--- config.mk ---
export PLATFORM = sky130hd
export DESIGN_NAME = fft4_s2p_buf
export DESIGN_NICKNAME = d
export VERILOG_FILES = /design/src/rtl/fft4_s2p_buf.sv
export SDC_FILE = /design/constraint.sdc
export NUM_CORES = 1
export LEC_CHECK = 0
export ABC_CLOCK_PERIOD_IN_PS = 3470
export BUFFER_PORTS_ARGS = -buffer_cell sky130_fd_sc_hd__buf_2
export CORE_UTILIZATION = 42
export CTS_CLUSTER_DIAMETER = 120
export DETAILED_ROUTE_END_ITERATION = 8
export SYNTH_ARGS = -nofsm -noshare
export SYNTH_HDL_FRONTEND = slang
export SYNTH_SLANG_ARGS = --single-unit
--- constraint.sdc ---
create_clock -name clk -period 3.47 [get_ports clk]
set_input_delay 0.1735 -clock clk [delete_from_list [all_inputs] [get_ports clk]]
set_output_delay 0.1735 -clock clk [all_outputs]
set_load 0.005 [all_outputs]
--- src/rtl/fft4_s2p_buf.sv ---
// ---------------------------------------------------------------------------
// fft4_s2p_buf
// Serial-to-parallel buffer feeding a 4-point FFT. Complex samples arrive one
// per accepted cycle. Three shadow slots (A..C) collect the first three
// samples of a block. The fourth sample loads the parallel output registers
// together with the shadow slots on the same edge. The outputs then hold that
// block until the next one completes.
//
// i_sof marks the first sample of a block and is only used to resynchronise.
// Blocks form on their own after reset. If i_sof arrives while a block is
// partly filled, the partial block is dropped and o_sync_err pulses.
//
// Ports
//   clk               rising-edge clock
//   rst               synchronous active-high reset (overrides en)
//   en                clock enable; all state holds while low
//   i_valid           serial sample present
//   i_sof             first sample of a block (qualified by i_valid)
//   i_re, i_im        serial complex sample, DW-bit signed
//   o_reA..o_reD      parallel real parts, A oldest .. D newest
//   o_imA..o_imD      parallel imaginary parts
//   o_valid           one-cycle pulse when a new block is on the outputs
//   o_sync_err        one-cycle pulse when a partial block is discarded
//   o_blk_cnt         completed-block counter, wraps 255 -> 0
// ---------------------------------------------------------------------------
module fft4_s2p_buf #(
  parameter int DW = 8
) (
  input  logic                 clk,
  input  logic                 rst,
  input  logic                 en,
  input  logic                 i_valid,
  input  logic                 i_sof,
  input  logic signed [DW-1:0] i_re,
  input  logic signed [DW-1:0] i_im,
  output logic signed [DW-1:0] o_reA,
  output logic signed [DW-1:0] o_reB,
  output logic signed [DW-1:0] o_reC,
  output logic signed [DW-1:0] o_reD,
  output logic signed [DW-1:0] o_imA,
  output logic signed [DW-1:0] o_imB,
  output logic signed [DW-1:0] o_imC,
  output logic signed [DW-1:0] o_imD,
  output logic                 o_valid,
  output logic                 o_sync_err,
  output logic [7:0]           o_blk_cnt
);

  // Shadow slots for the first three samples of the block being collected.
  logic signed [DW-1:0] sh_reA, sh_reB, sh_reC;
  logic signed [DW-1:0] sh_imA, sh_imB, sh_imC;
  logic [1:0]           wp;

  logic accept;
  assign accept = en & i_valid;

  // NOTE: the state below uses non-blocking assignments, so every read in this
  // block sees the value from before the edge. For example, wp in the
  // sync-error test is the pointer as it was before the sof sample.
  always_ff @(posedge clk) begin
    if (rst) begin
      // NOTE: the shadow slots are reset too, not only wp. They are few
      // registers, and this way the whole datapath starts in a known state
      // after reset.
      sh_reA     <= '0;
      sh_reB     <= '0;
      sh_reC     <= '0;
      sh_imA     <= '0;
      sh_imB     <= '0;
      sh_imC     <= '0;
      wp         <= 2'd0;
      o_reA      <= '0;
      o_reB      <= '0;
      o_reC      <= '0;
      o_reD      <= '0;
      o_imA      <= '0;
      o_imB      <= '0;
      o_imC      <= '0;
      o_imD      <= '0;
      o_valid    <= 1'b0;
      o_sync_err <= 1'b0;
      o_blk_cnt  <= 8'd0;
    end else begin
      // Both flags are one-cycle pulses. They drop on every edge unless set
      // below. With en low nothing is accepted, so they read 0.
      o_valid    <= 1'b0;
      o_sync_err <= 1'b0;

      if (accept) begin
        if (i_sof) begin
          // Resync: restart the block in slot A and drop any partial block.
          sh_reA     <= i_re;
          sh_imA     <= i_im;
          wp         <= 2'd1;
          o_sync_err <= (wp != 2'd0);
        end else if (wp == 2'd3) begin
          // The fourth sample goes straight to D. No shadow slot is needed.
          o_reA     <= sh_reA;
          o_reB     <= sh_reB;
          o_reC     <= sh_reC;
          o_reD     <= i_re;
          o_imA     <= sh_imA;
          o_imB     <= sh_imB;
          o_imC     <= sh_imC;
          o_imD     <= i_im;
          wp        <= 2'd0;
          o_valid   <= 1'b1;
          o_blk_cnt <= o_blk_cnt + 8'd1;
        end else begin
          case (wp)
            2'd0: begin
              sh_reA <= i_re;
              sh_imA <= i_im;
            end
            2'd1: begin
              sh_reB <= i_re;
              sh_imB <= i_im;
            end
            default: begin
              sh_reC <= i_re;
              sh_imC <= i_im;
            end
          endcase
          wp <= wp + 2'd1;
        end
      end
    end
  end

endmodule

==> run metrics, run 1 <==
non-filler instance count after layout 763; register-to-register setup slack 1.22 ns; Cell Area, Placed 5000 sq um; crit path capture type flop; worst setup path endpoint sh_imA[7]; worst-path fanout max 16; Routed met2 length 4.88 mm; top post-synthesis cells by count 165 x nand2_1, 124 x dfxtp_1, 83 x a21oi_1; maximum number of pins on one net before global-route repair 61; final critical-path required period 2.25 ns; ant diodes 0; YS warnings 0; clk_skew 0.00695 ns; startpoint of the most critical register-to-register path wp[0]; final global-route overflow total 0; maximum count of clock buffers along a single path 2; Critical Path Start Type flop; terminus of the critical flop-to-flop path sh_imA[7]; maximum vdd ir drop 0.000296 V; Filler cells 986; number of cell instances on the worst register-to-register path 6; top cell type by total area after synthesis dfxtp_1; Non-Filler Cell Area, Final 5720 sq um; final cycle utilization of the critical path 0.649; drt total wl 10.4 mm; final routed DRC violation total 0; die height 105 microns; setup repair after global routing missed its margin no; post-synthesis cell count 516; maximum clock frequency 0.444 GHz; Tot Pwr 3.20 mW; final core utilization 0.552; number of max-slew violations in the final report 0; Core ar. 10400 sq um; fraction of registers with async set or reset after synthesis 0; clock tree from TritonCTS done; Detailed Routing Iterations Pass 1 4; post-synthesis instance area 4500 sq um; largest cells by area after synthesis dfxtp_1 55%, nand2_1 14%, a21oi_1 9.2%; data arrival time of the worst path 2.63 ns; DP HPWL 6.59 mm; global-route wire length before repair 17.1 mm; number of DRC markers in iteration 0 139; fraction of layout instances using a drive strength above 1 0.219; total setup violations reported at the end of the flow 0; wire length on met1 4.93 mm; routed via count 3729; Avg Synthesized Cell Area 8.72 sq um; dominant synthesized flop cell dfxtp_1; max cap viols 0; number of buffers inserted during clock tree synthesis 17; # placed instances 715; Top Layer Used met4; CP Launch Point wp[0]; effective utilization at floorplan 0.434; leakage power 2.33 nW; Post-Syn Nets 543; detailed-route wire length per cell 13.6 microns; Total Die Area 11100 sq um; status finished clean; portion of the post-synthesis area used by sequential elements 0.552; via count of the first global-routing pass 3530; io pins 95; path category of the worst min-delay check input port to flop; worst slew margin relative to its limit 0.231; clock insertion delay at the later pin of the skew report 0.51 ns; count leader, synth nand2_1; average via count per standard cell 4.89; relative area change from synthesis to final layout 27.1%; clk slew on worst S/H paths 0.06 ns; PwrDens 560 nW/um^2; Final Hold Fails 0; count of port buffers added during placement 94; cts repair resizes 0; GPL Wtd Cong 0.749; transition time of the tightest slew-check pin 1.15 ns; number of register bits inferred by synthesis 124; number of enable flip-flop cells after synthesis 0; die extent in x 105 microns; deepest level of the CTS H-tree 4; post-detailed-route count of antenna-violating nets 0; antenna violations before repair 0; share of the synthesized area in the top cell type 0.552; Worst EP required 3.84 ns; layout net count 641; number of unique standard cell types used by synthesis 28; TritonCTS sink count 124; Rows 37; setup TNS 0 ns; Critical Setup Path Class flop to flop; Root Buffer clkbuf_8; aggregate global-route resource usage 0.195; total met3 wirelength after detailed routing 474 microns
[power by group]
group | leakage, nW | switching [mW] | total [mW] | internal (mW)
Combinational | 1.06 | 0.0650 | 0.108 | 0.0431
Sequential | 1.00 | 0.00738 | 1.44 | 1.44
Clock | 0.265 | 0.672 | 1.65 | 0.980
[through the flow]
stage | worst slack, ns | hold WS (ns)
after detailed placement | 1.20 | 0.441
after global routing | 1.01 | 0.0557
final | 1.22 | 0.0547
after floorplan | 1.91 | 0.309
after global placement | 1.25 | 0.434
after CTS | 1.16 | 0.0337
[layout by cell type (no fill, tap or decap), drive strengths merged, types with 2 or more instances in the layout]
cell type	instances
nand2	165
mux2i	32
buf	100
nor4b	4
clkinvlp	4
nand4b	2
dfxtp	124
nor4	2
nor3b	2
clkbuf	18
clkinv	4
nand3	3
xnor2	5
inv	8
ha	6
a21oi	83
nor3	2
dlygate4sd3	16
nor2	39
[worst max-delay path, stage by stage (launching register included)]
cell	delay, ns
dfxtp_1	0.40
inv_1	0.11
ha_1	0.23
nor2b_1	0.14
o21bai_2	0.88
mux2i_1	0.29
nor2_1	0.06
[kinds of logic (layout without fill, tap and decap cells)]
logic type | Yosys count | count (layout) | share of synthesized area
compound gates | 86 | 86 | 0.0968
xor+xnor | 6 | 6 | 0.0117
fa+ha+maj | 6 | 6 | 0.0167
buf+inv | 40 | 151 | 0.0478
flops | 124 | 124 | 0.552
mux | 32 | 32 | 0.0712
simple gates | 222 | 222 | 0.204
[worst min-delay path by stage]
stage,startpoint,to,slack (ns),cells after the start
finish,i_sof,o_valid,0.05,2
global route,i_sof,o_sync_err,0.06,2
CTS,i_sof,o_valid,0.03,2
detailed placement,sh_imA[5],o_imA[5],0.44,2
global placement,sh_reA[7],o_reA[7],0.43,2
floorplan,i_im[0],sh_imC[0],0.31,2
[layout make-up]
cell class / instances / area (sq um) / share of cell area
repair buffers: 116 / 678 / 0.119
clock inverters: 14 / 135 / 0.0236
well taps: 136 / 170 / 0.0298
inverters: 3 / 11.3 / 0.00197
clock buffers: 18 / 428 / 0.0748
flip-flops and latches: 124 / 2480 / 0.434
multi-input cells: 352 / 1810 / 0.317
[layer usage]
metal / track usage / vias to the layer above
li1: - / 1880
met1: 0.250 / 1746
met2: 0.310 / 92
met3: 0.0588 / 11
met4: 0.0694 / 0
met5: 0 / -
[state kept, by name, summed over array words and instances (netlist names)]
signal,count
sh_reA,8
o_reB,8
sh_imA,8
o_imC,8
sh_reB,8
o_imA,8
o_sync_err,1
sh_imB,8
o_imD,8
o_reA,8
sh_imC,8
wp,2
o_reD,8
o_reC,8
o_blk_cnt,8
sh_reC,8
o_valid,1
o_imB,8
[what timing repair did]
item | in CTS | in global routing
hold buffers | 16 | 0
setup buffers | 0 | 0
endpoints found under the setup margin | 0 | 0
hold endpoints to repair | 63 | 0
Power figures use the tool's default switching activity.
==> run 2: changes to the inputs <==
ABC_CLOCK_PERIOD_IN_PS = 1900   (was 3470)
PLACE_DENSITY = 0.66   (was unset)
clock period = 1.9 ns   (was 3.47 ns; I/O delays follow)
==> run metrics, run 2 (synthesized netlist as in run 1, its figures left out) <==
relative area change from synthesis to final layout 30.2%; setup TNS 0 ns; leakage power 2.40 nW; Non-Filler Cell Area, Final 5860 sq um; Total Die Area 11100 sq um; Root Buffer clkbuf_8; hold buffers post-CTS 17; final critical-path required period 1.67 ns; worst-path fanout max 12; deepest level of the CTS H-tree 4; antenna violations before repair 0; drt total wl 10.6 mm; clk slew on worst S/H paths 0.06 ns; final cycle utilization of the critical path 0.877; cts repair resizes 0; Core ar. 10400 sq um; # placed instances 723; Rows 37; clk_skew 0.00613 ns; Worst EP required 2.26 ns; die height 105 microns; Critical Path Start Type flop; count of port buffers added during placement 94; non-filler instance count after layout 772; # Post-CTS Setup Buffers 0; routed via count 3762; maximum vdd ir drop 0.000631 V; effective utilization at floorplan 0.434; final global-route overflow total 0; most common cell after layout, fill and taps aside nand2_1; aggregate global-route resource usage 0.199; post-detailed-route count of antenna-violating nets 0; transition time of the tightest slew-check pin 0.694 ns; average via count per standard cell 4.87; status finished clean; leading cell types in the layout, fill and taps excluded 165 x nand2_1, 124 x dfxtp_1, 93 x buf_2; max cap viols 0; wire length on met1 4.77 mm; Detailed Routing Iterations Pass 1 4; total setup violations reported at the end of the flow 0; clock tree from TritonCTS done; total met3 wirelength after detailed routing 531 microns; Routed met2 length 5.23 mm; maximum count of clock buffers along a single path 2; data arrival time of the worst path 2.03 ns; Cell Area, Placed 5080 sq um; die extent in x 105 microns; detailed-route wire length per cell 13.7 microns; setup repair after global routing missed its margin no; global-route wire length before repair 17.4 mm; io pins 95; number of DRC markers in iteration 0 242; PwrDens 1040 nW/um^2; DP HPWL 6.79 mm; clock insertion delay at the later pin of the skew report 0.50 ns; ant diodes 0; number of buffers inserted during clock tree synthesis 17; maximum clock frequency 0.600 GHz; fraction of layout instances using a drive strength above 1 0.226; crit path capture type flop; worst slew margin relative to its limit 0.537; via count of the first global-routing pass 3683; final routed DRC violation total 0; Final Hold Fails 0; Critical Setup Path Class flop to flop; path category of the worst min-delay check input port to flop; maximum number of pins on one net before global-route repair 67; Top Layer Used met4; number of max-slew violations in the final report 0; layout net count 650; GPL Wtd Cong 0.748; TritonCTS sink count 124
run 2: cell count changes in the layout (fill, tap and decap cells not counted), moves of 2 or more:
cell | before | now
inv_6 | 5 | 3
bufinv_16 | 1 | 3
clkinv_4 | 3 | 5
buf_12 | 0 | 2
clkinvlp_4 | 4 | 2
buf_4 | 7 | 13
run 2: layout make-up:
class | count | area (sq um)
Sequential cell | 124 | 2480
Inverter | 3 | 11.3
Timing Repair Buffer | 125 | 773
Fill cell | 985 | 4510
Tap cell | 136 | 170
Clock buffer | 18 | 418
Clock inverter | 14 | 186
Multi-Input combinational cell | 352 | 1810
run 2: worst paths after layout:
| check | start | endpoint | slack (ns) | depth (start not counted) |
|---|---|---|---|---|
| max | wp[0] | sh_imA[6] | 0.23 | 7 |
| min | rst | sh_reA[7] | 0.12 | 2 |
| max reg2reg | wp[0] | sh_imA[6] | 0.23 | 7 |
| min reg2reg | sh_imC[6] | o_imC[6] | 0.45 | 2 |
run 2: routing by layer:
metal / GRT usage / vias to the layer above
met5: 0 / -
met4: 0.0594 / 0
met3: 0.0544 / 6
met2: 0.338 / 97
met1: 0.246 / 1765
li1: - / 1894
run 2: stage by stage:
step | power [mW] | hold slack [ns] | setup WS, ns | utilization
final | 6.11 | 0.117 | 0.233 | 0.565
after global routing | 6.30 | 0.138 | 0.0979 | 0.565
after CTS | 6.16 | 0.0968 | 0.214 | 0.565
after detailed placement | 2.87 | 0.380 | 0.228 | 0.490
after global placement | 2.87 | 0.379 | 0.328 | 0.490
after floorplan | 2.80 | 0.231 | 0.340 | -
run 2: power breakdown:
part | switching (mW) | total, mW | internal [mW] | leakage, nW
combinational | 0.119 | 0.208 | 0.0883 | 1.11
clock | 1.23 | 3.26 | 2.03 | 0.288
sequential | 0.0145 | 2.64 | 2.62 | 1.00
run 2: critical path: stages (launching register included):
cell and delay [ns]:
dfxtp_1 0.38, inv_1 0.11, ha_1 0.22, nor2b_1 0.14, o21bai_2 0.13, buf_4 0.26, mux2i_1 0.22, nor2_1 0.06
